## config.mk

```make
export PLATFORM = sky130hd
export DESIGN_NAME = riscv_dcache
export DESIGN_NICKNAME = d
export VERILOG_FILES = /design/src/rtl/riscv_mem_pkg.sv /design/src/rtl/dcache_line_array.sv /design/src/rtl/riscv_dcache.sv
export SDC_FILE = /design/constraint.sdc
export NUM_CORES = 2
export LEC_CHECK = 0
export BUFFER_PORTS_ARGS = -buffer_cell sky130_fd_sc_hd__buf_2
export CORE_ASPECT_RATIO = 1.5
export CORE_MARGIN = 3
export CORE_UTILIZATION = 44
export DETAILED_ROUTE_END_ITERATION = 12
export PLACE_DENSITY = 0.67
export SLEW_MARGIN = 15
export SYNTH_ARGS = -nofsm -noshare
export SYNTH_HDL_FRONTEND = slang
export SYNTH_HIERARCHICAL = 1
export SYNTH_SLANG_ARGS = --single-unit
```

## constraint.sdc

```tcl
create_clock -name clk -period 6.8 [get_ports clk]
set_input_delay 1.02 -clock clk [delete_from_list [all_inputs] [get_ports clk]]
set_output_delay 1.02 -clock clk [all_outputs]
set_load 0.05 [all_outputs]
```

## src/rtl/riscv_mem_pkg.sv

```systemverilog
// ============================================================================
// Module : riscv_mem_pkg
// Brief  : Shared encodings and geometry for the data cache and its memory port.
// Rev    : 1.0
// ============================================================================
`default_nettype none

package riscv_mem_pkg;

  typedef enum logic [1:0] {
    ST_IDLE  = 2'd0,
    ST_WB    = 2'd1,
    ST_ALLOC = 2'd2
  } dcache_state_e;

  localparam int WORDS_PER_BLOCK = 4;
  localparam int OFFSET_W        = 2;
  localparam int MEM_ADDR_W      = 28;
  localparam int PROC_ADDR_W     = 30;

endpackage

`default_nettype wire

```

## src/rtl/dcache_line_array.sv

```systemverilog
// ============================================================================
// Module : dcache_line_array
// Brief  : Valid/dirty/tag/data storage with a word-write (store hit) port and
//          a block-write (fill) port. Only valid and dirty bits are reset.
// Rev    : 1.0
// ============================================================================
`default_nettype none

module dcache_line_array
  import riscv_mem_pkg::*;
#(
  parameter int BIT_W = 32,
  parameter int LINES = 8,
  parameter int IDX_W = $clog2(LINES),
  parameter int TAG_W = PROC_ADDR_W - OFFSET_W - IDX_W
) (
  input  logic                             clk,
  input  logic                             rst_n,
  input  logic [IDX_W-1:0]                 rd_idx,
  output logic                             rd_valid,
  output logic                             rd_dirty,
  output logic [TAG_W-1:0]                 rd_tag,
  output logic [WORDS_PER_BLOCK*BIT_W-1:0] rd_block,
  input  logic                             ww_en,
  input  logic [IDX_W-1:0]                 ww_idx,
  input  logic [OFFSET_W-1:0]              ww_off,
  input  logic [BIT_W-1:0]                 ww_data,
  input  logic                             bw_en,
  input  logic [IDX_W-1:0]                 bw_idx,
  input  logic [TAG_W-1:0]                 bw_tag,
  input  logic [WORDS_PER_BLOCK*BIT_W-1:0] bw_data
);

  logic [LINES-1:0]                 r_valid;
  logic [LINES-1:0]                 r_dirty;
  logic [TAG_W-1:0]                 r_tag  [LINES];
  logic [WORDS_PER_BLOCK*BIT_W-1:0] r_data [LINES];

  always_ff @(posedge clk or negedge rst_n) begin
    if (!rst_n) begin
      r_valid <= '0;
      r_dirty <= '0;
    end else if (bw_en) begin
      r_valid[bw_idx] <= 1'b1;
      r_dirty[bw_idx] <= 1'b0;
    end else if (ww_en) begin
      r_dirty[ww_idx] <= 1'b1;
    end
  end

  always_ff @(posedge clk) begin
    if (bw_en) begin
      r_tag[bw_idx]  <= bw_tag;
      r_data[bw_idx] <= bw_data;
    end else if (ww_en) begin
      r_data[ww_idx][ww_off*BIT_W +: BIT_W] <= ww_data;
    end
  end

  assign rd_valid = r_valid[rd_idx];
  assign rd_dirty = r_dirty[rd_idx];
  assign rd_tag   = r_tag[rd_idx];
  assign rd_block = r_data[rd_idx];

endmodule

`default_nettype wire

```

## src/rtl/riscv_dcache.sv

```systemverilog
// ============================================================================
// Module : riscv_dcache
// Brief  : Direct-mapped write-back/write-allocate data cache with 4-word
//          blocks. Define DCACHE_STATS_EN to add hit_cnt/miss_cnt outputs.
// Rev    : 1.0
// ============================================================================
`default_nettype none

module riscv_dcache
  import riscv_mem_pkg::*;
#(
  parameter int BIT_W = 32,
  parameter int LINES = 8
) (
  input  logic                             clk,
  input  logic                             rst_n,
  input  logic                             proc_read,
  input  logic                             proc_write,
  input  logic [PROC_ADDR_W-1:0]           proc_addr,
  input  logic [BIT_W-1:0]                 proc_wdata,
  output logic [BIT_W-1:0]                 proc_rdata,
  output logic                             proc_stall,
  output logic                             mem_read,
  output logic                             mem_write,
  output logic [MEM_ADDR_W-1:0]            mem_addr,
  output logic [WORDS_PER_BLOCK*BIT_W-1:0] mem_wdata,
  input  logic [WORDS_PER_BLOCK*BIT_W-1:0] mem_rdata,
  input  logic                             mem_ready
`ifdef DCACHE_STATS_EN
  ,
  output logic [31:0]                      hit_cnt,
  output logic [31:0]                      miss_cnt
`endif
);

  localparam int IDX_W = $clog2(LINES);
  localparam int TAG_W = PROC_ADDR_W - OFFSET_W - IDX_W;
  localparam int BLK_W = WORDS_PER_BLOCK * BIT_W;

  dcache_state_e r_state, w_next;

  logic [OFFSET_W-1:0] w_off;
  logic [IDX_W-1:0]    w_idx;
  logic [TAG_W-1:0]    w_tag;
  logic                w_req, w_hit, w_idle_hit;
  logic                rd_valid, rd_dirty;
  logic [TAG_W-1:0]    rd_tag;
  logic [BLK_W-1:0]    rd_block;

  logic                  r_mem_read, r_mem_write;
  logic [MEM_ADDR_W-1:0] r_mem_addr;
  logic [BLK_W-1:0]      r_mem_wdata;
  logic [IDX_W-1:0]      r_miss_idx;
  logic [TAG_W-1:0]      r_miss_tag;

  assign w_off = proc_addr[OFFSET_W-1:0];
  assign w_idx = proc_addr[OFFSET_W +: IDX_W];
  assign w_tag = proc_addr[PROC_ADDR_W-1 -: TAG_W];

  dcache_line_array #(
    .BIT_W (BIT_W),
    .LINES (LINES),
    .IDX_W (IDX_W),
    .TAG_W (TAG_W)
  ) u_lines (
    .clk      (clk),
    .rst_n    (rst_n),
    .rd_idx   (w_idx),
    .rd_valid (rd_valid),
    .rd_dirty (rd_dirty),
    .rd_tag   (rd_tag),
    .rd_block (rd_block),
    .ww_en    (proc_write && w_idle_hit),
    .ww_idx   (w_idx),
    .ww_off   (w_off),
    .ww_data  (proc_wdata),
    .bw_en    ((r_state == ST_ALLOC) && mem_ready),
    .bw_idx   (r_miss_idx),
    .bw_tag   (r_miss_tag),
    .bw_data  (mem_rdata)
  );

  assign w_req      = proc_read | proc_write;
  assign w_hit      = rd_valid && (rd_tag == w_tag);
  assign w_idle_hit = (r_state == ST_IDLE) && w_hit;
  assign proc_stall = w_req && !w_idle_hit;
  assign proc_rdata = (proc_read && !proc_stall) ? rd_block[w_off*BIT_W +: BIT_W] : '0;

  always_ff @(posedge clk or negedge rst_n) begin
    if (!rst_n) r_state <= ST_IDLE;
    else        r_state <= w_next;
  end

  always_comb begin
    w_next = r_state;
    case (r_state)
      ST_IDLE: begin
        if (w_req && !w_hit) w_next = (rd_valid && rd_dirty) ? ST_WB : ST_ALLOC;
      end
      ST_WB:    if (mem_ready) w_next = ST_ALLOC;
      ST_ALLOC: if (mem_ready) w_next = ST_IDLE;
      default:  w_next = ST_IDLE;
    endcase
  end

  // Miss index/tag are latched so the fill completes even if the request drops.
  always_ff @(posedge clk or negedge rst_n) begin
    if (!rst_n) begin
      r_mem_read  <= 1'b0;
      r_mem_write <= 1'b0;
      r_mem_addr  <= '0;
      r_mem_wdata <= '0;
      r_miss_idx  <= '0;
      r_miss_tag  <= '0;
    end else begin
      case (r_state)
        ST_IDLE: begin
          if (w_next == ST_WB) begin
            r_miss_idx  <= w_idx;
            r_miss_tag  <= w_tag;
            r_mem_write <= 1'b1;
            r_mem_addr  <= {rd_tag, w_idx};
            r_mem_wdata <= rd_block;
          end else if (w_next == ST_ALLOC) begin
            r_miss_idx <= w_idx;
            r_miss_tag <= w_tag;
            r_mem_read <= 1'b1;
            r_mem_addr <= {w_tag, w_idx};
          end
        end
        ST_WB: begin
          if (mem_ready) begin
            r_mem_write <= 1'b0;
            r_mem_read  <= 1'b1;
            r_mem_addr  <= {r_miss_tag, r_miss_idx};
          end
        end
        ST_ALLOC: if (mem_ready) r_mem_read <= 1'b0;
        default: ;
      endcase
    end
  end

  assign mem_read  = r_mem_read;
  assign mem_write = r_mem_write;
  assign mem_addr  = r_mem_addr;
  assign mem_wdata = r_mem_wdata;

`ifdef DCACHE_STATS_EN
  logic [31:0] r_hit_cnt, r_miss_cnt;

  always_ff @(posedge clk or negedge rst_n) begin
    if (!rst_n) begin
      r_hit_cnt  <= '0;
      r_miss_cnt <= '0;
    end else begin
      if (w_req && w_idle_hit && (r_hit_cnt != '1)) r_hit_cnt <= r_hit_cnt + 32'd1;
      if ((r_state == ST_IDLE) && (w_next != ST_IDLE) && (r_miss_cnt != '1))
        r_miss_cnt <= r_miss_cnt + 32'd1;
    end
  end

  assign hit_cnt  = r_hit_cnt;
  assign miss_cnt = r_miss_cnt;
`endif

endmodule

`default_nettype wire

```

==> flow_metrics.env <==
export IMPL_place_ws_ns=0.6138
export IMPL_fillers=10602
export IMPL_holdCritPathClass="primary input to asynchronous set/reset pin"
export IMPL_ys_flop_type="edfxtp_1"
export IMPL_drtAntennaViolNets=0
export IMPL_yosys_warnings=6
export IMPL_critPathLaunchType="primary input"
export IMPL_drv_cap=0
export IMPL_place_inst=5007
export IMPL_cp_data_required_time_ns=5.78
export IMPL_grt_pass1_wl_um=227200
export IMPL_fin_crit_sh_pct=87.95
export IMPL_synth_seq_cells=1428
export IMPL_worst_path_max_delay_cell="buf_4"
export IMPL_syn_inst=2960
export IMPL_worst_path_largest_cell_delay_ns=0.75
export IMPL_relSlewSlack_pct=27.38
export IMPL_arrival_ns=4.96
export IMPL_power_density_nw_per_um2=313.2
export IMPL_ctsRootBufferMaster="clkbuf_16"
export IMPL_setup_ws_ns=0.8191
export IMPL_whs_ns=0.2747
export IMPL_crit_family="buffers and inverters"
export IMPL_synthArstFlopShare_pct=14.29
export IMPL_ios=386
export IMPL_grt_setup_unrepaired="false"
export IMPL_end_kind="primary output"
export IMPL_fp_coreArea_um2=132200
export IMPL_grt_pass1_vias=30494
export IMPL_areaGrowthSynthToFinish_pct=15.19
export IMPL_seq_area_frac_synth_pct=71.25
export IMPL_path_cells="buf_8 -> buf_4 -> buf_4 -> mux4_1 -> mux2_2 -> mux4_2 -> nor2b_1 -> buf_2"
export IMPL_numCtsBuffers=134
export IMPL_post_cts_setup_buffer_count=0
export IMPL_finalNonFillerCells=5263
export IMPL_cts_buffer_depth=3
export IMPL_worst_pin_slew_ns=1.089
export IMPL_yosysUniqueCellTypes=47
export IMPL_vias_per_cell=5.774
export IMPL_start_util_pct=44.45
export IMPL_synth_nets=3161
export IMPL_first_iter_violations=3069
export IMPL_finClkSkew_ns=0.02766
export IMPL_path_common_cell="buf_4"
export IMPL_grt_usage_pct=23.23
export IMPL_leakage_nw=24.04
export IMPL_fp_dieArea_um2=138000
export IMPL_netlist_top_cells_area="edfxtp_1 (63%), mux4_2 (11%), dfrtp_1 (8.7%), mux2_2 (6.0%), mux2i_1 (2.7%)"
export IMPL_synth_top_cell_area_share_pct=62.56
export IMPL_routedWlPerCell_um=30.74
export IMPL_num_vias=30386
export IMPL_status="complete, no violations"
export IMPL_grt_max_degree=157
export IMPL_antenna_found_initial=17
export IMPL_yosys_area_top_type="edfxtp_1"
export IMPL_finalHoldViolations=0
export IMPL_clock_latency_ns=0.76
export IMPL_netlist_area_um2=58750
export IMPL_yosysMostFrequentCell="edfxtp_1"
export IMPL_critical_path_class="primary input to primary output"
export IMPL_postCtsHoldBufs=0
export IMPL_place_congestion=0.8180
export IMPL_finalNetCount=3612
export IMPL_die_w_um=304.3
export IMPL_die_h_um=453.5
export IMPL_cts_tree="done"
export IMPL_fmax_mhz=167.2
export IMPL_overflow=0
export IMPL_fin_crit_ns=5.981
export IMPL_drt_pass1_iterations=5
export IMPL_synth_edf_count=1224
export IMPL_cts_resized=0
export IMPL_cts_num_sinks=1428
export IMPL_syn_area_per_cell_um2=19.85
export IMPL_ir_worst_vdd_v=0.0003302
export IMPL_drc=0
export IMPL_r2r_setup_slack_ns=2.00
export IMPL_wl_um=161800
export IMPL_crit_fanout=54
export IMPL_drv_slew=0
export IMPL_h_tree_depth=4
export IMPL_io_buffers=385
export IMPL_hpwl_um=104800
export IMPL_setup_viol=0
export IMPL_drive_above_1_share_pct=37.57
export IMPL_critPathBufInv=4
export IMPL_clkSlewWorstSetupHoldPaths_ns=0.06
export IMPL_synthTopCellsByCount="edfxtp_1 (1224), mux2_2 (311), mux4_2 (290), dfrtp_1 (204), nand2_1 (192)"
export IMPL_rows=163
-- where the power goes --
| group | switching [W] | internal, W | total [W] |
|---|---|---|---|
| logic | 0.00174 | 0.000887 | 0.00263 |
| clock network | 0.00321 | 0.00443 | 0.00764 |
| registers | 0.000336 | 0.0106 | 0.0109 |
| total | 0.00529 | 0.0159 | 0.0212 |
-- worst paths after layout --
| path | start | cells past startpoint | end |
|---|---|---|---|
| max | proc_addr[3] | 8 | proc_rdata[15] |
| min | rst_n | 1 | mem_wdata[73]$_DFFE_PN0P_ |
| max reg2reg | u_lines/r_tag[4][4]$_DFFE_PP_ | 12 | u_lines/r_data[5][21]$_DFFE_PP_ |
| min reg2reg | u_lines/r_valid[4]$_DFFE_PN0P_ | 1 | u_lines/r_valid[4]$_DFFE_PN0P_ |
| max in group asynchronous | rst_n | 2 | r_miss_tag[12]$_DFFE_PN0P_ |
| min in group clk | u_lines/r_valid[4]$_DFFE_PN0P_ | 1 | u_lines/r_valid[4]$_DFFE_PN0P_ |
-- placed cells by master, fill, tap and decap left out, types with 18 or more instances in the layout --
| master | n |
|---|---|
| o31ai_4 | 29 |
| xnor2_1 | 25 |
| edfxtp_1 | 1224 |
| nand2_1 | 191 |
| o21ai_0 | 56 |
| clkbuf_16 | 141 |
| mux4_1 | 52 |
| nor2b_1 | 36 |
| mux4_2 | 290 |
| buf_4 | 75 |
| clkbuf_1 | 39 |
| dfrtp_1 | 204 |
| clkinv_1 | 18 |
| buf_2 | 381 |
| mux2_2 | 311 |
| inv_1 | 133 |
| mux2i_1 | 156 |
| buf_12 | 19 |
-- cell families (layout without fill, tap and decap cells) --
| logic type | Yosys count | count (layout) | synth area share [%] |
|---|---|---|---|
| AOI/OAI and AO/OA | 111 | 111 | 1.163 |
| adders and majority gates | 6 | 6 | 0.1278 |
| muxes | 809 | 809 | 22.06 |
| other | 0 | 12 | 0 |
| buffers and inverters | 304 | 863 | 2.822 |
| xor gates and xnor gates | 25 | 25 | 0.3727 |
| and+or+nand+nor | 277 | 277 | 2.198 |
| DFF | 1428 | 1428 | 71.25 |
-- per-layer routing --
metal,wire length (µm),up-vias,track usage (%)
met4,7420,8,9.934
met1,62840,16043,30.65
met2,78530,1401,37.70
met3,12920,227,4.881
li1,-,12707,-
met5,53,-,0
-- area by class of cell --
type	instances	area (µm²)	share of cell area, %
diodes	12	30.03	0.04437
multi-input cells	1228	15710	23.21
inverters	140	525.5	0.7765
clock buffers	187	3771	5.573
clock inverters	57	699.4	1.034
flip-flops and latches	1428	41860	61.86
repair buffers	479	2909	4.299
well taps	1732	2167	3.202
-- through the flow --
stage / TNS, ns / instance area, µm² / utilization, % / power, W
after floorplan: -32.24 / 58790 / - / 0.01259
after global placement: 0 / 63170 / 47.80 / 0.01368
after detailed placement: 0 / 63170 / 47.80 / 0.01376
after CTS: 0 / 67640 / 51.18 / 0.02136
after global routing: 0 / 67640 / 51.19 / 0.02186
final: 0 / 67670 / 51.21 / 0.02119
-- state kept, by name (all words and copies together), names as in the netlist --
| name | flops |
|---|---|
| u_lines/r_data | 1024 |
| u_lines/r_tag | 200 |
| mem_wdata | 128 |
| mem_addr | 28 |
| r_miss_tag | 25 |
| u_lines/r_dirty | 8 |
| u_lines/r_valid | 8 |
| r_miss_idx | 3 |
| r_state | 2 |
| mem_read | 1 |
| mem_write | 1 |
Power figures use the tool's default switching activity.
